==> config.mk <==
export PLATFORM = sky130hd
export DESIGN_NAME = alarm_event_logger
export DESIGN_NICKNAME = d
export VERILOG_FILES = /design/src/rtl/alarm_event_logger_pkg.sv /design/src/rtl/alarm_event_logger_ram.sv /design/src/rtl/alarm_event_logger.sv
export SDC_FILE = /design/constraint.sdc
export NUM_CORES = 1
export LEC_CHECK = 0
export CELL_PAD_IN_SITES_DETAIL_PLACEMENT = 0
export CELL_PAD_IN_SITES_GLOBAL_PLACEMENT = 2
export CORE_ASPECT_RATIO = 1.1
export CORE_MARGIN = 3
export CORE_UTILIZATION = 41
export CTS_CLUSTER_DIAMETER = 100
export DETAILED_ROUTE_END_ITERATION = 10
export PLACE_DENSITY_LB_ADDON = 0.1
export RECOVER_POWER = 50
export SETUP_SLACK_MARGIN = 0.05
export SYNTH_ARGS = -nofsm -noshare
export SYNTH_HDL_FRONTEND = slang
export SYNTH_HIERARCHICAL = 1
export SYNTH_SLANG_ARGS = --single-unit
export TNS_END_PERCENT = 30
==> constraint.sdc <==
create_clock -name clock -period 3.4 [get_ports clock]
set_input_delay 1.02 -clock clock [delete_from_list [all_inputs] [get_ports clock]]
set_output_delay 1.02 -clock clock [all_outputs]
set_load 0.01 [all_outputs]
==> src/rtl/alarm_event_logger_pkg.sv <==
// Shared state encodings and default widths for the alarm episode logger.
package alarm_event_logger_pkg;

  typedef enum logic [1:0] {
    LOG_IDLE   = 2'd0,
    LOG_ACTIVE = 2'd1,
    LOG_COMMIT = 2'd2
  } log_state_e;

  localparam int LOG_IDX_W   = 3;
  localparam int LOG_DUR_W   = 8;
  localparam int LOG_CNT_W   = 8;
  localparam int LOG_STAMP_W = 16;

endpackage

==> src/rtl/alarm_event_logger_ram.sv <==
// Episode storage: register array, one synchronous write port, one registered read port.
module alarm_log_ram #(
  parameter int DEPTH = 8,
  parameter int IDX_W = 3,
  parameter int W     = 8
) (
  input  logic             clock,
  input  logic             we,
  input  logic [IDX_W-1:0] waddr,
  input  logic [W-1:0]     wdata,
  input  logic [IDX_W-1:0] raddr,
  output logic [W-1:0]     rdata
);

  logic [W-1:0] mem [DEPTH];

  // Storage is not reset; the logger masks stale slots with its fill count.
  always_ff @(posedge clock) begin
    if (we) mem[waddr] <= wdata;
    rdata <= mem[raddr];
  end

endmodule

==> src/rtl/alarm_event_logger.sv <==
// Measures siren episodes in seconds and logs the last DEPTH durations (index 0 = newest).
// Optional LOG_TIMESTAMP_EN adds a seconds-since-reset start stamp per entry.
module alarm_event_logger
  import alarm_event_logger_pkg::*;
#(
  parameter int DEPTH = 8,
  parameter int IDX_W = LOG_IDX_W,
  parameter int DUR_W = LOG_DUR_W,
  parameter int CNT_W = LOG_CNT_W
) (
  input  logic             clock,
  input  logic             reset,
  input  logic             one_hz_enable,
  input  logic             siren_on,
  input  logic             status,
  input  logic             clear,
  input  logic [IDX_W-1:0] rd_idx,
  output logic [DUR_W-1:0] rd_data,
  output logic             rd_valid,
  output logic [15:0]      rd_stamp,
  output logic [CNT_W-1:0] event_count,
  output logic             logging
);

  localparam logic [DUR_W-1:0] DUR_MAX  = '1;
  localparam logic [CNT_W-1:0] CNT_MAX  = '1;
  localparam logic [IDX_W:0]   FILL_MAX = (IDX_W+1)'(DEPTH);

  log_state_e       state, state_n;
  logic [DUR_W-1:0] dur;
  logic [IDX_W-1:0] wr_ptr, rd_slot;
  logic [IDX_W:0]   fill;
  logic             commit, start;

  assign commit  = (state == LOG_COMMIT) && !clear;
  assign start   = (state == LOG_IDLE) && siren_on && !clear;
  assign logging = (state == LOG_ACTIVE);
  assign rd_slot = wr_ptr - IDX_W'(1) - rd_idx;

  always_comb begin
    state_n = state;
    case (state)
      LOG_IDLE:   if (siren_on) state_n = LOG_ACTIVE;
      LOG_ACTIVE: if (!siren_on) state_n = LOG_COMMIT;
      LOG_COMMIT: state_n = LOG_IDLE;
      default:    state_n = LOG_IDLE;
    endcase
    if (clear) state_n = LOG_IDLE;
  end

  always_ff @(posedge clock or posedge reset) begin
    if (reset) begin
      state       <= LOG_IDLE;
      dur         <= '0;
      wr_ptr      <= '0;
      fill        <= '0;
      event_count <= '0;
    end else begin
      state <= state_n;
      if (clear) begin
        dur         <= '0;
        wr_ptr      <= '0;
        fill        <= '0;
        event_count <= '0;
      end else begin
        if (start) dur <= '0;
        else if (logging && siren_on && one_hz_enable && dur != DUR_MAX) dur <= dur + 1'b1;
        if (commit) begin
          wr_ptr <= wr_ptr + 1'b1;
          if (fill != FILL_MAX) fill <= fill + 1'b1;
          if (event_count != CNT_MAX) event_count <= event_count + 1'b1;
        end
      end
    end
  end

  always_ff @(posedge clock or posedge reset) begin
    if (reset) rd_valid <= 1'b0;
    else       rd_valid <= ({1'b0, rd_idx} < fill);
  end

`ifdef LOG_TIMESTAMP_EN
  localparam int W = DUR_W + LOG_STAMP_W;
  logic [15:0] secs, stamp;
  logic [W-1:0] wdata, rdata;

  // Free-running seconds counter; survives clear so stamps stay comparable.
  always_ff @(posedge clock or posedge reset) begin
    if (reset) begin
      secs  <= '0;
      stamp <= '0;
    end else begin
      if (one_hz_enable) secs <= secs + 1'b1;
      if (start) stamp <= secs;
    end
  end

  assign wdata    = {stamp, dur};
  assign rd_data  = rd_valid ? rdata[DUR_W-1:0] : '0;
  assign rd_stamp = rd_valid ? rdata[DUR_W +: 16] : '0;
`else
  localparam int W = DUR_W;
  logic [W-1:0] wdata, rdata;

  assign wdata    = dur;
  assign rd_data  = rd_valid ? rdata : '0;
  assign rd_stamp = 16'd0;
`endif

  alarm_log_ram #(.DEPTH(DEPTH), .IDX_W(IDX_W), .W(W)) u_ram (
    .clock (clock),
    .we    (commit),
    .waddr (wr_ptr),
    .wdata (wdata),
    .raddr (rd_slot),
    .rdata (rdata)
  );

  logic unused;
  assign unused = status;

endmodule

After elaboration in Yosys (flattened, before gate mapping)

Memories as Yosys holds them, arrays and structs flattened. A register that Yosys moved wholly into a read port is not among the register bits.
Index checks and enable logic that the tools add are counted.

Register bits after elaboration: 26
Memory bits (writable): 64
Input bits: 9
Output and inout bits: 34
Logic and storage cells: 54
Memories: 1

Memory list:

| memory    | depth | bits a word | rd ports | clocked after memory_dff | write ports | line                         | source |
|---|---|---|---|---|---|---|---|
| u_ram.mem | 8     | 8           | 1        | 1                        | 1           | alarm_event_logger_ram.sv:15 | `logic [W-1:0] mem [DEPTH];` |

$add $sub $neg: 6
Magnitude comparators: 1
Equal/unequal tests: 7
Multiplexer cells: 18
Reductions and logical operators: 15

Operator list:

| kind                  | number |
|---|---|
| $mux W8               | 7 |
| $add A8 B1 Y8 const B | 2 |
| $ne A8 B8 Y1 const B  | 2 |
| $mux W4               | 3 |
| $logic_and A1 B1 Y1   | 6 |
| $mux W2               | 3 |
| $mux W3               | 2 |
| $ne A3 B3 Y1 const B  | 2 |
| $reduce_and A2 Y1     | 3 |
| $reduce_bool A2 Y1    | 3 |
| $add A4 B1 Y4 const B | 1 |
| $lt A3 B4 Y1          | 1 |
| $ne A4 B4 Y1 const B  | 1 |
| $pmux W2 S2           | 1 |
| $add A3 B1 Y3 const B | 1 |
| $reduce_bool A3 Y1    | 1 |
| $sub A3 B1 Y3 const B | 1 |
| $sub A3 B3 Y3         | 1 |
| $eq A2 B1 Y1 const B  | 1 |
| $eq A2 B2 Y1 const B  | 1 |
| $logic_not A2 Y1      | 1 |
| $mux W1               | 2 |
| $logic_not A1 Y1      | 1 |

Depth between registers and ports, before layout

Depth after elaboration: 7
Depth in mapped cells: 10

Modules after synthesis

Netlist, hierarchy kept.

By module, submodules not included:

| module             | times used | cells an instance | area an instance (µm²) | sequential area each (µm²) |
|---|---|---|---|---|
| alarm_log_ram      | 1          | 114               | 2,691.3                | 2,082.0 |
| alarm_event_logger | 1          | 170               | 1,610.3                | 650.6 |

Worst setup path before layout

No wires, ideal clock.

Path kind: input to register
Start: input rd_idx[0]
End: register u_ram.rdata[0], read port of u_ram.mem
Library setup time: 121 ps
Arrival time: 2,905 ps
Required time: 3,279 ps
Slack: 374 ps
Cell stages on the path: 10
Cells stage by stage: inv_1 ha_1 inv_1 fa_1 xnor2_1 xnor2_1 clkbuf_1 buf_2 mux4_2 mux2_2

Longest elaborated chain between the ends: 1

Ends and longest elaborated chain:

| item                 | line                         | source |
|---|---|---|
| from (decl)          | alarm_event_logger.sv:17     | `input logic [IDX_W-1:0] rd_idx,` |
| $sub A3 B3 Y3        | alarm_event_logger.sv:38     | `assign rd_slot = wr_ptr - IDX_W'(1) - rd_idx;` |
| named net rd_slot[2] | alarm_event_logger.sv:31     | `logic [IDX_W-1:0] wr_ptr, rd_slot;` |
| to (decl)            | alarm_event_logger_ram.sv:12 | `output logic [W-1:0] rdata` |

The timed path passes the listed nets, and every way through them passes these cells.
A chain may end at the register's enable or synchronous reset.

Worst setup path after layout

Start: input rd_idx[0]
End: register u_ram.rdata[6], read port of u_ram.mem

Same word-level chain as after synthesis.

==> run summary <==
most common cell after layout, fill and taps aside: edfxtp_1
syn avg cell area: 15.1 sq um
Cell Count Post-Placement: 452
worst-path cell chain: clkdlybuf4s50_1 -> inv_1 -> ha_1 -> inv_1 -> fa_1 -> xnor2_1 -> xnor2_1 -> buf_12 -> mux4_1 -> mux2_2
fraction of layout cells with a size suffix above 1: 11.3%
final wirelength: 7500 um
Clock power frac: 37.6%
number of global-route vias before repair: 2,284
post-synthesis register bit count: 98
Post-CTS Setup Bufs: 0
P_leak: 0.00183 uW
post-route insts no fill: 468
Fmax achieved: 0.331 GHz
total track usage: 14.0%
post-CTS resize count: 0
register share of total power: 56.5%
DIE WIDTH: 104 um
cell internal pwr: 1780 uW
Async SR Flop Fraction: 26.5%
post-route setup slack: 0.378 ns
first-pass GRT wire length: 12,400 um
Bufs and invs on worst path: 4
Startpoint Class: input pin
initial DRC count: 138
worst hold path type: reg -> reg
worst vdd ir: 0.254 mV
clk slew on worst S/H paths: 0.09 ns
via/cell ratio: 4.85
initial antenna violation count: 0
row count: 38
sequential area share after synthesis: 63.5%
Starting Density: 42.9%
fin crit share: 88.9%
Slew Viols, Final: 0
Gate power share: 5.9%
io pins: 43
RSZ-0062 raised after global routing: false
Bufs on Longest Clock Path: 2
worst-path fanout max: 16
Core ar.: 10,000 sq um
net switching power: 479 uW
antenna cells: 0
grt ovf: 0
clk sinks: 98
max-cap viol count: 0
CP peak stage delay: 0.40 ns
Crit path max-delay family: buffers and inverters
Worst Path Required: 3.65 ns
most frequent cells in the layout: 64 x edfxtp_1, 28 x nor2_1, 26 x dfrtp_1
H-tree levels: 3
Nets: 341
Worst path slowest cell: clkdlybuf4s50_1
Rel. slew slack: 1.31%
Final Hold Viols: 0
setup violators final: 0
Pre-Repair DR Iteration Count: 4
largest net degree at the start of global routing: 27
Residual DRC: 0
Post-Place Setup Slack: -0.0162 ns
die height: 113 um
worst-margin pin slew: 1.48 ns
wire per inst: 16.0 um
Area growth, synth to finish: 15.0%
gpl congestion: 0.712
die area: 11,800 sq um
status: complete, no violations
Crit Path Category: in -> reg
later-pin clock latency in the skew report: 0.36 ns
Yosys Warn Count: 6
Post-CTS Hold Buffers: 0
Post-synth EDFFs: 64
post-DP HPWL: 4990 um
Worst EP arrival: 3.28 ns
Port Buffers: 25
ys flop type: edfxtp_1
Inserted Clock Buffers: 9
post-synthesis instance total: 284
Multi-input gate area: 1410 sq um
Setup Skew: 0.0103 ns
FILL cells: 847
Mapped Area: 4300 sq um
FF+latch area: 2730 sq um
vias: 2,270
Cell variety after synth: 46
Antenna Nets Post-Route: 0
Tmin final: 3.02 ns
CTS tree: yes
root buffer cell: clkbuf_8
switching part of the total: 21.2%
Worst Setup End Kind: flop
PwrDens: 457 nW/um^2
## path summary, 6_finish.rpt
check / startpoint / endpoint / slack, ns / cells after the start
worst max-delay path: rd_idx[0] / u_ram/rdata[6] / 0.38 / 10
worst min-delay path: fill[3] / rd_valid / 0.55 / 1
worst max register to register: wr_ptr[0] / u_ram/rdata[6] / 0.94 / 8
worst min register to register: fill[3] / rd_valid / 0.55 / 1
max in group asynchronous: reset / wr_ptr[2] / 0.94 / 3
min in group asynchronous: reset / dur[2] / 1.58 / 3
## Yosys cell counts, types with 4 or more instances
| library cell | number | area share (%) |
|---|---|---|
| inv_1 | 10 | 0.87 |
| nand2b_1 | 6 | 0.87 |
| buf_4 | 16 | 2.8 |
| and2_1 | 9 | 1.3 |
| and3_1 | 4 | 0.58 |
| mux2_2 | 8 | 2.1 |
| xor2_1 | 11 | 2.2 |
| dfxtp_1 | 8 | 3.7 |
| nand4_1 | 4 | 0.58 |
| a21oi_1 | 6 | 0.70 |
| edfxtp_1 | 64 | 45 |
| o211ai_1 | 6 | 1.0 |
| ha_1 | 8 | 2.3 |
| mux2i_1 | 4 | 0.93 |
| mux4_1 | 15 | 9.2 |
| dfrtp_1 | 26 | 15 |
| nand2_1 | 6 | 0.52 |
| xnor2_1 | 4 | 0.81 |
| nor2_1 | 28 | 2.4 |
## registers in the layout (all words and copies together), names as in the netlist
signal / flops
state: 2
event_count: 8
u_ram/rdata: 8
rd_valid: 1
u_ram/mem: 64
fill: 4
wr_ptr: 3
dur: 8
## layer usage
layer | part of all wire, % | GRT usage, % | wire length (um)
met5 | 0 | 0 | 0
met4 | 1.7 | 6.65 | 131
met3 | 3.5 | 2.49 | 259
met2 | 47 | 22.3 | 3490
met1 | 48 | 18.9 | 3620
## cell type report
cell class / count / share of cell area (%)
repair buffers: 37 / 7.23
clock inverters: 6 / 1.95
flip-flops and latches: 98 / 55.2
multi-input cells: 167 / 28.5
clock buffers: 10 / 2.78
well taps: 140 / 3.54
inverters: 10 / 0.759
## power groups by stage
stage	Clock [uW]	Sequential [uW]	Combinational, uW
floorplan	0	1300	102
global placement	0	1300	136
detailed placement	0	1300	138
CTS	889	1280	138
global route	939	1280	147
finish	850	1280	133
## metrics by stage
step | instance area (sq um) | power [uW] | hold WS [ns] | util, % | setup TNS [ns]
after floorplan | 4360 | 1400 | 0.488 | - | 0
after global placement | 4720 | 1440 | 0.525 | 47.1 | 0
after detailed placement | 4720 | 1440 | 0.530 | 47.1 | -0.0302
after CTS | 4960 | 2300 | 0.552 | 49.4 | 0
after global routing | 4950 | 2370 | 0.591 | 49.3 | 0
final | 4950 | 2260 | 0.550 | 49.3 | 0
## worst reg2reg max path: stages (launching register included)
cell,delay (ns)
dfrtp_1,0.51
ha_1,0.20
inv_1,0.05
fa_1,0.37
xnor2_1,0.14
xnor2_1,0.24
buf_12,0.20
mux4_1,0.35
mux2_2,0.28
## cells by family (layout without fill, tap and decap cells)
family,Yosys count,in the layout,synth area share (%)
flip-flops,98,98,63.5
AND/OR/NAND/NOR,74,74,9.02
buffers and inverters,34,63,4.97
multiplexers,28,28,12.7
AO/OA/AOI/OAI,25,25,3.84
XOR/XNOR,15,15,3.05
adder cells (fa/ha/maj),9,9,2.79
other,1,16,0.0872
Power figures use the tool's default switching activity.
